File: config.mk
export PLATFORM = sky130hd
export DESIGN_NAME = track_position_ctrl_flat
export DESIGN_NICKNAME = d
export VERILOG_FILES = /design/src/rtl/track_position_ctrl_if.sv /design/src/rtl/track_position_ctrl.sv /design/src/flat_wrapper.sv
export SDC_FILE = /design/constraint.sdc
export NUM_CORES = 1
export LEC_CHECK = 0
export CAP_MARGIN = 10
export CORE_ASPECT_RATIO = 1.25
export CORE_MARGIN = 3
export CORE_UTILIZATION = 48
export CTS_CLUSTER_SIZE = 14
export DETAILED_ROUTE_END_ITERATION = 16
export GPL_TIMING_DRIVEN = 0
export PLACE_DENSITY = 0.76
export REMOVE_ABC_BUFFERS = 1
export SYNTH_ARGS = -nofsm -noshare
export SYNTH_HDL_FRONTEND = slang
export SYNTH_SLANG_ARGS = --single-unit
File: constraint.sdc
create_clock -name clk -period 6.1 [get_ports clk]
set_input_delay 1.83 -clock clk [delete_from_list [all_inputs] [get_ports clk]]
set_output_delay 1.83 -clock clk [all_outputs]
set_load 0.01 [all_outputs]
File: src/rtl/track_position_ctrl_if.sv
// ---------------------------------------------------------------------------
// track_position_ctrl_if
// Command channel between the main controller and the track position
// sequencer. A command transfers on a cycle where cmd_valid and cmd_ready
// are both high.
//
// Signals
//   cmd_valid  controller -> sequencer  command present
//   cmd_ready  sequencer -> controller  sequencer can accept a command
//   cmd_home   controller -> sequencer  1 = home command (cmd_pos ignored)
//   cmd_pos    controller -> sequencer  target position for a move command
//
// Modports
//   master  the controller side (drives the command)
//   slave   the sequencer side (drives cmd_ready)
// ---------------------------------------------------------------------------
interface track_position_ctrl_if #(
    parameter int POS_W = 12
);
    logic             cmd_valid;
    logic             cmd_ready;
    logic             cmd_home;
    logic [POS_W-1:0] cmd_pos;

    modport master (
        output cmd_valid,
        output cmd_home,
        output cmd_pos,
        input  cmd_ready
    );

    modport slave (
        input  cmd_valid,
        input  cmd_home,
        input  cmd_pos,
        output cmd_ready
    );
endinterface

File: src/rtl/track_position_ctrl.sv
// ---------------------------------------------------------------------------
// track_position_ctrl
// Position sequencer for the track stepper. Takes move/home commands over a
// valid/ready channel, drives move_o/back_o into track_driver, counts steps
// to reach a target, keeps the absolute position, homes against a limit
// switch and reports completion, rejections and faults.
//
// Ports
//   clk       in   system clock
//   rst       in   asynchronous reset, active-high
//   cmd       slave modport of track_position_ctrl_if (valid/ready/home/pos)
//   abort     in   stop current motion
//   home_sw   in   home limit switch, 1 = at home (already synchronized)
//   move_o    out  to track_driver move_i
//   back_o    out  to track_driver back_i, 1 = toward home
//   busy_o    out  sequencer not idle
//   done_o    out  one-cycle pulse: command completed or rejected
//   err_o     out  one-cycle pulse with done_o: rejected, aborted, timed out
//   fault_o   out  sticky homing timeout, cleared by an accepted home command
//   homed_o   out  position reference valid
//   pos_o     out  current position in steps
// ---------------------------------------------------------------------------
module track_position_ctrl #(
    parameter int STEP_CYCLES   = 500000,
    parameter int SETTLE_CYCLES = 50000,
    parameter int POS_W         = 12,
    parameter int MAX_POS       = 2000,
    parameter int HOME_TIMEOUT  = 4095
) (
    input  logic                  clk,
    input  logic                  rst,
    track_position_ctrl_if.slave  cmd,
    input  logic                  abort,
    input  logic                  home_sw,
    output logic                  move_o,
    output logic                  back_o,
    output logic                  busy_o,
    output logic                  done_o,
    output logic                  err_o,
    output logic                  fault_o,
    output logic                  homed_o,
    output logic [POS_W-1:0]      pos_o
);

    localparam int CNT_W    = (STEP_CYCLES > 1)   ? $clog2(STEP_CYCLES)   : 1;
    localparam int SETTLE_W = (SETTLE_CYCLES > 1) ? $clog2(SETTLE_CYCLES) : 1;
    localparam int STEPS_W  = $clog2(HOME_TIMEOUT + 1);

    localparam logic [CNT_W-1:0]    STEP_LAST   = CNT_W'(STEP_CYCLES - 1);
    localparam logic [SETTLE_W-1:0] SETTLE_LAST = SETTLE_W'(SETTLE_CYCLES - 1);
    localparam logic [STEPS_W-1:0]  HOME_LAST   = STEPS_W'(HOME_TIMEOUT);
    localparam logic [POS_W-1:0]    MAX_POS_V   = POS_W'(MAX_POS);

    typedef enum logic [1:0] {
        IDLE,
        HOMING,
        MOVE,
        SETTLE
    } state_t;

    state_t              state, state_n;
    logic [CNT_W-1:0]    step_cnt, step_cnt_n;
    logic [STEPS_W-1:0]  home_steps, home_steps_n;
    logic [SETTLE_W-1:0] settle_cnt, settle_cnt_n;
    logic [POS_W-1:0]    pos, pos_n;
    logic [POS_W-1:0]    target, target_n;
    logic                err_flag, err_flag_n;
    logic                ready, ready_n;
    logic                move, move_n;
    logic                back, back_n;
    logic                busy, busy_n;
    logic                done, done_n;
    logic                err, err_n;
    logic                fault, fault_n;
    logic                homed, homed_n;
    logic                tick;

    // Every output is a flop; this block only registers the next values
    // worked out by the combinational block below.
    always_ff @(posedge clk or posedge rst) begin
        if (rst) begin
            state      <= IDLE;
            step_cnt   <= '0;
            home_steps <= '0;
            settle_cnt <= '0;
            pos        <= '0;
            target     <= '0;
            err_flag   <= 1'b0;
            ready      <= 1'b1;
            move       <= 1'b0;
            back       <= 1'b0;
            busy       <= 1'b0;
            done       <= 1'b0;
            err        <= 1'b0;
            fault      <= 1'b0;
            homed      <= 1'b0;
        end else begin
            state      <= state_n;
            step_cnt   <= step_cnt_n;
            home_steps <= home_steps_n;
            settle_cnt <= settle_cnt_n;
            pos        <= pos_n;
            target     <= target_n;
            err_flag   <= err_flag_n;
            ready      <= ready_n;
            move       <= move_n;
            back       <= back_n;
            busy       <= busy_n;
            done       <= done_n;
            err        <= err_n;
            fault      <= fault_n;
            homed      <= homed_n;
        end
    end

    // Next-state and next-output logic. A tick in the same cycle as abort is
    // applied first, so a step that lands on that edge is never lost. The
    // step counter restarts whenever HOMING or MOVE is entered.
    always_comb begin
        state_n      = state;
        step_cnt_n   = step_cnt;
        home_steps_n = home_steps;
        settle_cnt_n = settle_cnt;
        pos_n        = pos;
        target_n     = target;
        err_flag_n   = err_flag;
        move_n       = move;
        back_n       = back;
        done_n       = 1'b0;
        err_n        = 1'b0;
        fault_n      = fault;
        homed_n      = homed;
        tick         = (step_cnt == STEP_LAST);

        case (state)
            IDLE: begin
                if (cmd.cmd_valid && ready) begin
                    if (cmd.cmd_home) begin
                        fault_n      = 1'b0;
                        homed_n      = 1'b0;
                        move_n       = 1'b1;
                        back_n       = 1'b1;
                        step_cnt_n   = '0;
                        home_steps_n = '0;
                        err_flag_n   = 1'b0;
                        state_n      = HOMING;
                    end else if (!homed || (cmd.cmd_pos > MAX_POS_V)) begin
                        done_n = 1'b1;
                        err_n  = 1'b1;
                    end else if (cmd.cmd_pos == pos) begin
                        settle_cnt_n = '0;
                        err_flag_n   = 1'b0;
                        state_n      = SETTLE;
                    end else begin
                        target_n   = cmd.cmd_pos;
                        back_n     = (cmd.cmd_pos < pos);
                        move_n     = 1'b1;
                        step_cnt_n = '0;
                        err_flag_n = 1'b0;
                        state_n    = MOVE;
                    end
                end
            end

            HOMING: begin
                step_cnt_n = tick ? '0 : step_cnt + 1'b1;
                if (home_sw) begin
                    // Switch closed: this is the new origin, even if no
                    // step was taken at all.
                    pos_n        = '0;
                    homed_n      = 1'b1;
                    move_n       = 1'b0;
                    settle_cnt_n = '0;
                    state_n      = SETTLE;
                end else begin
                    if (tick) begin
                        home_steps_n = home_steps + 1'b1;
                    end
                    if (tick && (home_steps_n == HOME_LAST)) begin
                        // Timed out: report straight away, no settle phase.
                        move_n  = 1'b0;
                        fault_n = 1'b1;
                        done_n  = 1'b1;
                        err_n   = 1'b1;
                        state_n = IDLE;
                    end else if (abort) begin
                        move_n       = 1'b0;
                        err_flag_n   = 1'b1;
                        settle_cnt_n = '0;
                        state_n      = SETTLE;
                    end
                end
            end

            MOVE: begin
                step_cnt_n = tick ? '0 : step_cnt + 1'b1;
                if (tick) begin
                    pos_n = back ? (pos - 1'b1) : (pos + 1'b1);
                end
                if (tick && (pos_n == target)) begin
                    move_n       = 1'b0;
                    settle_cnt_n = '0;
                    state_n      = SETTLE;
                end else if (abort) begin
                    move_n       = 1'b0;
                    err_flag_n   = 1'b1;
                    settle_cnt_n = '0;
                    state_n      = SETTLE;
                end
            end

            SETTLE: begin
                if (settle_cnt == SETTLE_LAST) begin
                    done_n  = 1'b1;
                    err_n   = err_flag;
                    state_n = IDLE;
                end else begin
                    settle_cnt_n = settle_cnt + 1'b1;
                end
            end

            default: begin
                move_n  = 1'b0;
                state_n = IDLE;
            end
        endcase

        // The done cycle itself is not ready; ready comes back one cycle later.
        ready_n = (state_n == IDLE) && !done_n;
        busy_n  = (state_n != IDLE);
    end

    assign cmd.cmd_ready = ready;
    assign move_o        = move;
    assign back_o        = back;
    assign busy_o        = busy;
    assign done_o        = done;
    assign err_o         = err;
    assign fault_o       = fault;
    assign homed_o       = homed;
    assign pos_o         = pos;

endmodule
File: src/flat_wrapper.sv
// flat-port wrapper written by rule: the top's interface ports become plain ports
module track_position_ctrl_flat 
#(
    parameter int STEP_CYCLES   = 500000,
    parameter int SETTLE_CYCLES = 50000,
    parameter int POS_W         = 12,
    parameter int MAX_POS       = 2000,
    parameter int HOME_TIMEOUT  = 4095
)
  (clk, rst, abort, home_sw, move_o, back_o, busy_o, done_o, err_o, fault_o, homed_o, pos_o, cmd_cmd_valid, cmd_cmd_home, cmd_cmd_pos, cmd_cmd_ready);
  track_position_ctrl_if #(.POS_W(POS_W)) cmd_i ();
  input  logic clk;
  input  logic rst;
  input  logic abort;
  input  logic home_sw;
  output logic move_o;
  output logic back_o;
  output logic busy_o;
  output logic done_o;
  output logic err_o;
  output logic fault_o;
  output logic homed_o;
  output logic [POS_W-1:0] pos_o;
  input wire logic [$bits(cmd_i.cmd_valid)-1:0] cmd_cmd_valid;
  input wire logic [$bits(cmd_i.cmd_home)-1:0] cmd_cmd_home;
  input wire logic [$bits(cmd_i.cmd_pos)-1:0] cmd_cmd_pos;
  output wire logic [$bits(cmd_i.cmd_ready)-1:0] cmd_cmd_ready;
  assign cmd_i.cmd_valid = cmd_cmd_valid;
  assign cmd_i.cmd_home = cmd_cmd_home;
  assign cmd_i.cmd_pos = cmd_cmd_pos;
  assign cmd_cmd_ready = cmd_i.cmd_ready;
  track_position_ctrl #(.STEP_CYCLES(STEP_CYCLES), .SETTLE_CYCLES(SETTLE_CYCLES), .POS_W(POS_W), .MAX_POS(MAX_POS), .HOME_TIMEOUT(HOME_TIMEOUT)) u_core (.clk(clk), .rst(rst), .cmd(cmd_i), .abort(abort), .home_sw(home_sw), .move_o(move_o), .back_o(back_o), .busy_o(busy_o), .done_o(done_o), .err_o(err_o), .fault_o(fault_o), .homed_o(homed_o), .pos_o(pos_o));
endmodule
After elaboration in Yosys (flattened, before gate mapping)
Index checks and enable logic that the tools add are counted.
W data, S select, Z words.
- magnitude comparators: 2
- equal/unequal tests: 24
- reductions and logical operators: 25
- bitwise operators: 3
- $add $sub $neg: 5
- multiplexer cells: 74
- operators by type and width (kind ; count):
    $mux W16 ; 9
    $mux W12 ; 10
    $mux W19 ; 5
    $pmux W16 S4 ; 1
    $pmux W12 S2 ; 2
    $pmux W19 S2 ; 1
    $mux W1 ; 31
    $add A12 B1 Y12 const B ; 2
    $eq A12 B12 Y1 ; 2
    $ne A2 B2 Y1 const B ; 10
    $reduce_and A4 Y1 ; 5
    $add A19 B1 Y19 const B ; 1
    $eq A19 B19 Y1 const B ; 1
    $add A16 B1 Y16 const B ; 1
    $eq A16 B16 Y1 const B ; 1
    $mux W2 ; 8
    $eq A12 B12 Y1 const B ; 1
    $gt A12 B11 Y1 const B ; 1
    $lt A12 B12 Y1 ; 1
    $pmux W1 S3 ; 4
    $reduce_and A6 Y1 ; 2
    $sub A12 B1 Y12 const B ; 1
    $reduce_and A5 Y1 ; 2
    $ne A3 B3 Y1 const B ; 3
    other kinds (14) ; 28
- register bits after elaboration: 82
- input bits: 18
- logic and storage cells: 148
- output and inout bits: 20

Longest topological paths before layout
Gate-level depths: netlist of the first run.
- depth in word-level cells: 11
- gate-level depth with buffers: 12
- mapped depth without buffers: 11

Least setup slack after synthesis of the first run
Ideal clock, no wire load.
- path kind: input-to-reg
- start point: input port cmd_cmd_pos[0]
- end point: register u_core.settle_cnt[11]
- arrival: 3.876 ns
- library setup time: 0.120 ns
- required time: 5.980 ns
- path buffers: 2
- path slack: 2.104 ns
- stages: 11
- cells stage by stage: inv_1 ha_1 nand4_1 or4_1 o41ai_1 o21ai_0 a21oi_1 buf_4 buf_4 nand2_1 a31o_2
- cells in the longest elaborated chain, start to end: 4
- elaborated cells on any way between the ends: 6
- those cells by class: 1 x order compare; 3 x eq/ne; 2 x reduce/logical
- RTL lines (element ; RTL line ; source):
    start: declaration ; flat_wrapper.sv:26 ; input wire logic [$bits(cmd_i.cmd_pos)-1:0] cmd_cmd_pos;
    $gt A12 B11 Y1 ; track_position_ctrl.sv:147 ; end else if (!homed || (cmd.cmd_pos > MAX_POS_V)) begin
    $logic_or A1 B1 Y1 ; track_position_ctrl.sv:147 ;
    $ne A2 B2 Y1 (no source line) ; - ;
    $reduce_and A6 Y1 (no source line) (*) ; - ;
    end signal: assignment ; track_position_ctrl.sv:101 ; settle_cnt <= settle_cnt_n;
    end: declaration ; track_position_ctrl.sv:64 ; logic [SETTLE_W-1:0] settle_cnt, settle_cnt_n;
Every way passes the cells marked *; elsewhere a longest branch is shown, timed or not.
A chain may end at the register's enable or synchronous reset.

Final worst setup path of the first run
- start point: input port cmd_cmd_pos[1]
- end point: register u_core.settle_cnt[1]
Same word-level chain as after synthesis.

==> metrics, run 1 <==
die footprint 0.0130 sq mm; final setup vio count 0; Final Total Pwr 2350 uW; Resized Gates After CTS 0; post-layout util 56.8%; number of remaining DRC errors 0; CP startpoint kind primary input; Clock Pin Slew Worst Setup and Hold Paths 60 ps; status finished, final reports clean; sequential cell area fraction in the yosys report 36.7%; final hold violations 0; Post-layout nets 733; setup_tns 0 ps; Clock Tree Buf Depth 2; P&R area growth vs syn 14.0%; largest cells by area after synthesis dfrtp_1, ha_1, a21oi_1, nand2_1, o21ai_0; fmax 188 MHz; number of setup buffers added after CTS 0; worst relative slew slack 40.8%; All-Layer GR Usage 22.7%; Worst Path Arrival 5560 ps; synthesized cell area 0.00560 sq mm; Antenna Cells 0; Yosys cell types 66; endpoint type of the worst setup path flip-flop; Clock Skew 8.73 ps; layout cell share with drive strength beyond 1 6.54%; slowest stage delay, CP 650 ps; synth warn 0; RSZ-0062 raised after global routing false; FF/Latch Area 0.00205 sq mm; routed wire length 14.3 mm; Avg Cell Area, Syn 8.60 sq um; IO Port Bufs 37; Worst-Skew Late Latency 350 ps; Post-synth EDFFs 0; CP Cell Sequence clkdlybuf4s50_1, o41a_1, o2111ai_1, nand3_1, o41ai_1, o21ai_0, a21oi_1, buf_6, and2_1, nand2_1, a41oi_1; Final Cycle Share 87.0%; top cell type by total area after synthesis dfrtp_1; vias post-DR 5114; number of fill cells 1002; CTS tree built; most frequent cells after synthesis dfrtp_1, nand2_1, a21oi_1; Gate Count Post-Synth 651; largest net degree at the start of global routing 70; core area 0.0112 sq mm; Power Density 368 mW/mm^2; Placer Congestion 0.918; Post-CTS Hold Fix Bufs 0; htree depth 3; Max VDD drop 246 uV; critical path data required time 6350 ps; Top delay family on crit path compound AO/OA/AOI/OAI gates; Post-synth ARST share 100%; area of the multi-input gates 0.00333 sq mm; first drt pass iteration count 7; Critical Path Fanout Max 13; post-DP HPWL 10.5 mm; row cnt 43; max cap viols 0; most numerous cell in the Yosys netlist dfrtp_1; vias per cell 6.21; Crit Path Category primary input to flip-flop; CP bufs+invs 2; Synth top area share 36.2%; Clock Tree Root clkbuf_16; first-pass GRT wire length 23.6 mm; CTS buffer count 9; LEAKAGE 0.00273 uW; Ports 38; Die Y 127 um; post-DR wirelength/cell 17.4 um; global route total overflow 0; Detail Route Antenna Nets 0; Die X-Extent 103 um; # clock sinks 82; worst-margin pin slew 880 ps; number of DRC markers in iteration 0 313; #FFs+latches synth 82; number of global-route vias before repair 4961; Post-synth top flop dfrtp_1; initial antenna violation count 0; slowest cell on the critical path a21oi_1; Tmin final 5310 ps; HP Class flip-flop to flip-flop; Starting Density 49.8%; max-slew violation count 0
==> kinds of logic after synthesis <==
logic type               synth area share, %
flip-flops                              36.7
adder cells (fa/ha/maj)                 7.28
AND/OR/NAND/NOR                         22.6
buffers and inverters                   3.93
AO/OA/AOI/OAI                           20.2
multiplexers                            2.77
XOR/XNOR                                6.59
==> stage by stage <==
step           hold slack [ps]  cells  cell area [sq um]  setup WS (ps)
6_report                   494    823               6380            792
5_1_grt                    503    823               6380            505
4_1_cts                    489    822               6380            856
3_5_place_dp               486    806               6080            512
3_3_place_gp               478    804               6040            164
2_1_floorplan              451    632               5500           1510
==> state kept, by name, summed over array words and instances, names as in the netlist, 2 cells and up <==
signal / count
u_core.state: 2
u_core.settle_cnt: 16
u_core.target: 12
u_core.home_steps: 12
u_core.step_cnt: 19
u_core.pos_o: 12
==> area by class of cell <==
type	instances	share of cell area [%]
Clock buffer	10	3.59
Clock inverter	6	1.06
Inverter	32	1.92
Multi-Input combinational cell	518	52.1
Sequential cell	82	32.2
Tap cell	135	2.65
Timing Repair Buffer	40	6.53
==> power by group <==
group / internal, uW / switching (uW)
Combinational: 437 / 666
Sequential: 616 / 84.4
Clock: 319 / 228
==> worst paths after layout <==
path / from / to / slack [ps] / cells after the start
worst max-delay path: cmd_cmd_pos[1] / u_core.settle_cnt[1]$_DFFE_PP0P_ / 790 / 11
worst min-delay path: u_core.home_steps[10]$_DFFE_PP0P_ / u_core.home_steps[10]$_DFFE_PP0P_ / 490 / 1
worst max register to register: u_core.back_o$_DFFE_PP0P_ / u_core.settle_cnt[8]$_DFFE_PP0P_ / 2250 / 11
worst min register to register: u_core.home_steps[10]$_DFFE_PP0P_ / u_core.home_steps[10]$_DFFE_PP0P_ / 490 / 1
max in group asynchronous: rst / u_core.cmd.cmd_ready$_DFF_PP1_ / 3720 / 3
min in group asynchronous: rst / u_core.target[0]$_DFFE_PP0P_ / 1750 / 2
==> layer usage <==
layer	share of wire, %	global-route usage [%]	vias up
li1	-	-	2433
met3	4.7	4.40	27
met4	2.3	8.34	0
met2	50	37.8	164
met1	43	28.9	2490
met5	0	0	-
==> placed cells by master, fill, tap and decap left out, types with 3 or more instances in the layout <==
| master | synthesis | routed |
|---|---|---|
| a21o_1 | 7 | 7 |
| a21oi_1 | 56 | 56 |
| a22o_1 | 6 | 6 |
| a31oi_1 | 16 | 16 |
| a41oi_1 | 3 | 3 |
| and2_1 | 7 | 7 |
| and3_1 | 17 | 17 |
| clkbuf_16 | 0 | 9 |
| clkdlybuf4s50_1 | 0 | 37 |
| dfrtp_1 | 81 | 81 |
| ha_1 | 31 | 31 |
| inv_1 | 31 | 30 |
| mux2_2 | 12 | 12 |
| nand2_1 | 73 | 73 |
| nand2b_1 | 8 | 8 |
| nand3_1 | 27 | 27 |
| nand4_1 | 15 | 15 |
| nand4b_1 | 4 | 4 |
| nor2_1 | 53 | 53 |
| nor2b_1 | 6 | 6 |
| nor3_1 | 21 | 21 |
| nor4_1 | 5 | 5 |
| o211ai_1 | 8 | 8 |
| o21ai_0 | 41 | 41 |
| o21ai_1 | 3 | 3 |
| o21bai_1 | 3 | 3 |
| o22a_1 | 6 | 6 |
| o22ai_1 | 3 | 3 |
| o311ai_0 | 5 | 5 |
| o31ai_1 | 3 | 3 |
| or2_1 | 3 | 3 |
| xnor2_1 | 17 | 17 |
| xor2_1 | 20 | 20 |
==> worst reg2reg max path, stage by stage, from the launching register on <==
cell and delay, ps:
dfrtp_1 730, inv_1 210, fa_1 500, nor2b_1 210, o221ai_1 230, o211ai_1 330
a21oi_1 120, o21bai_1 220, a2111oi_4 410, a31oi_1 230, and2_4 250, a211o_1 290
Power figures use the tool's default switching activity.
==> run 2, diff against run 1 <==
Settings changed: PLACE_DENSITY 0.76 to 0.67.
==> metrics, run 2 (synthesis results as in run 1) <==
All-Layer GR Usage 23.2%; commonest cells after routing, fill and taps aside dfrtp_1, nand2_1, a21oi_1; Crit Path Category primary input to flip-flop; DP Area 0.00608 sq mm; P&R area growth vs syn 13.7%; core area 0.0112 sq mm; Largest Register u_core.step_cnt; endpoint type of the worst setup path flip-flop; Ports 38; fmax 193 MHz; largest net degree at the start of global routing 63; commonest non-fill, non-tap cell in the layout dfrtp_1; final hold violations 0; Clock Tree Buf Depth 2; post-layout util 56.6%; Post-layout nets 733; Worst-Skew Late Latency 340 ps; first-pass GRT wire length 24.3 mm; Detail Route Antenna Nets 0; Critical Path Fanout Max 13; global route total overflow 0; number of remaining DRC errors 0; Worst R2R Setup Slack 2260 ps; Clock Tree Root clkbuf_16; Max VDD drop 210 uV; HP Class flip-flop to flip-flop; setup_tns 0 ps; IO Port Bufs 37; Regs by FF count u_core.step_cnt: 19 flops, u_core.settle_cnt: 16 flops; Die Y 127 um; first drt pass iteration count 5; design area 0.00637 sq mm; routed wire length 14.4 mm; CTS tree built; Top delay family on crit path compound AO/OA/AOI/OAI gates; Resized Gates After CTS 0; CP startpoint kind primary input; worst-margin pin slew 852 ps; vias per cell 6.09; post-DP HPWL 10.4 mm; status finished, final reports clean; number of setup buffers added after CTS 0; vias post-DR 4992; Worst R2R Start u_core.back_o$_DFFE_PP0P_; die footprint 0.0130 sq mm; RSZ-0062 raised after global routing false; HP Start u_core.fault_o$_DFFE_PP0P_; Die X-Extent 103 um; number of global-route vias before repair 4916; CP bufs+invs 2; Power Density 367 mW/mm^2; worst relative slew slack 42.7%; final setup vio count 0; CTS buffer count 9; htree depth 3; row cnt 43; critical path data required time 6340 ps; Clock Pin Slew Worst Setup and Hold Paths 60 ps; number of flip-flops in the largest register 19; CP startpoint cmd_cmd_pos[3]; number of DRC markers in iteration 0 257; Post-CTS Hold Fix Bufs 0; Placer Congestion 0.889; layout cell share with drive strength beyond 1 6.28%; number of fill cells 1027; Worst Path Arrival 5420 ps; # clock sinks 82; LEAKAGE 0.00272 uW; max-slew violation count 0; slowest cell on the critical path a21oi_1; Clock Skew 9.37 ps; Tmin final 5180 ps; slowest stage delay, CP 650 ps; max cap viols 0; Starting Density 49.8%; initial antenna violation count 0; Final Cycle Share 84.9%; Antenna Cells 0; post-DR wirelength/cell 17.5 um; CP Cell Sequence clkdlybuf4s50_1, o41a_1, o2111ai_1, nand3_1, o41ai_1, o21ai_0, a21oi_1, buf_6, and2_1, nand2_1, a41oi_1
[run 2: cell type report]
class,count,area (sq um),share of cell area (%)
clock buffers,10,239,3.75
clock inverters,3,42.5,0.668
inverters,32,123,1.92
multi-input cells,518,3330,52.2
flip-flops and latches,82,2050,32.2
well taps,135,169,2.65
repair buffers,40,417,6.54
[run 2: where the power goes]
part / internal, uW / switching [uW] / total, uW
Clock: 321 / 218 / 539
Combinational: 437 / 662 / 1100
Sequential: 616 / 85.3 / 702
Total: 1370 / 965 / 2340
[run 2: worst paths after layout]
check | end | cells after the start
setup / recovery | u_core.settle_cnt[1]$_DFFE_PP0P_ | 11
hold / removal | u_core.fault_o$_DFFE_PP0P_ | 2
setup reg to reg | u_core.settle_cnt[8]$_DFFE_PP0P_ | 11
hold reg to reg | u_core.fault_o$_DFFE_PP0P_ | 2
max in group asynchronous | u_core.cmd.cmd_ready$_DFF_PP1_ | 3
min in group asynchronous | u_core.pos_o[1]$_DFFE_PP0P_ | 2
[run 2: through the flow]
| stage | std cells | total power, uW | hold slack [ps] | setup slack [ps] |
|---|---|---|---|---|
| 4_1_cts | 819 | 2330 | 495 | 952 |
| 3_5_place_dp | 806 | 1780 | 481 | 614 |
| 3_3_place_gp | 804 | 1740 | 476 | 189 |
| 6_report | 820 | 2340 | 490 | 921 |
| 5_1_grt | 820 | 2500 | 521 | 604 |
| 2_1_floorplan | 632 | 1480 | 451 | 1510 |
[run 2: tightest hold or removal path: cells and delay by family (launching register included)]
kind	cells	cell delay [ps]
compound gates	1	40
simple gates	1	70
flops	1	340
[run 2: routing by layer]
layer	vias to the layer above	global-route usage [%]	share of wire, %
met5	-	0	0
met4	0	8.11	1.7
met3	20	2.37	3.7
met2	113	38.0	49
met1	2433	31.6	45
li1	2426	-	-
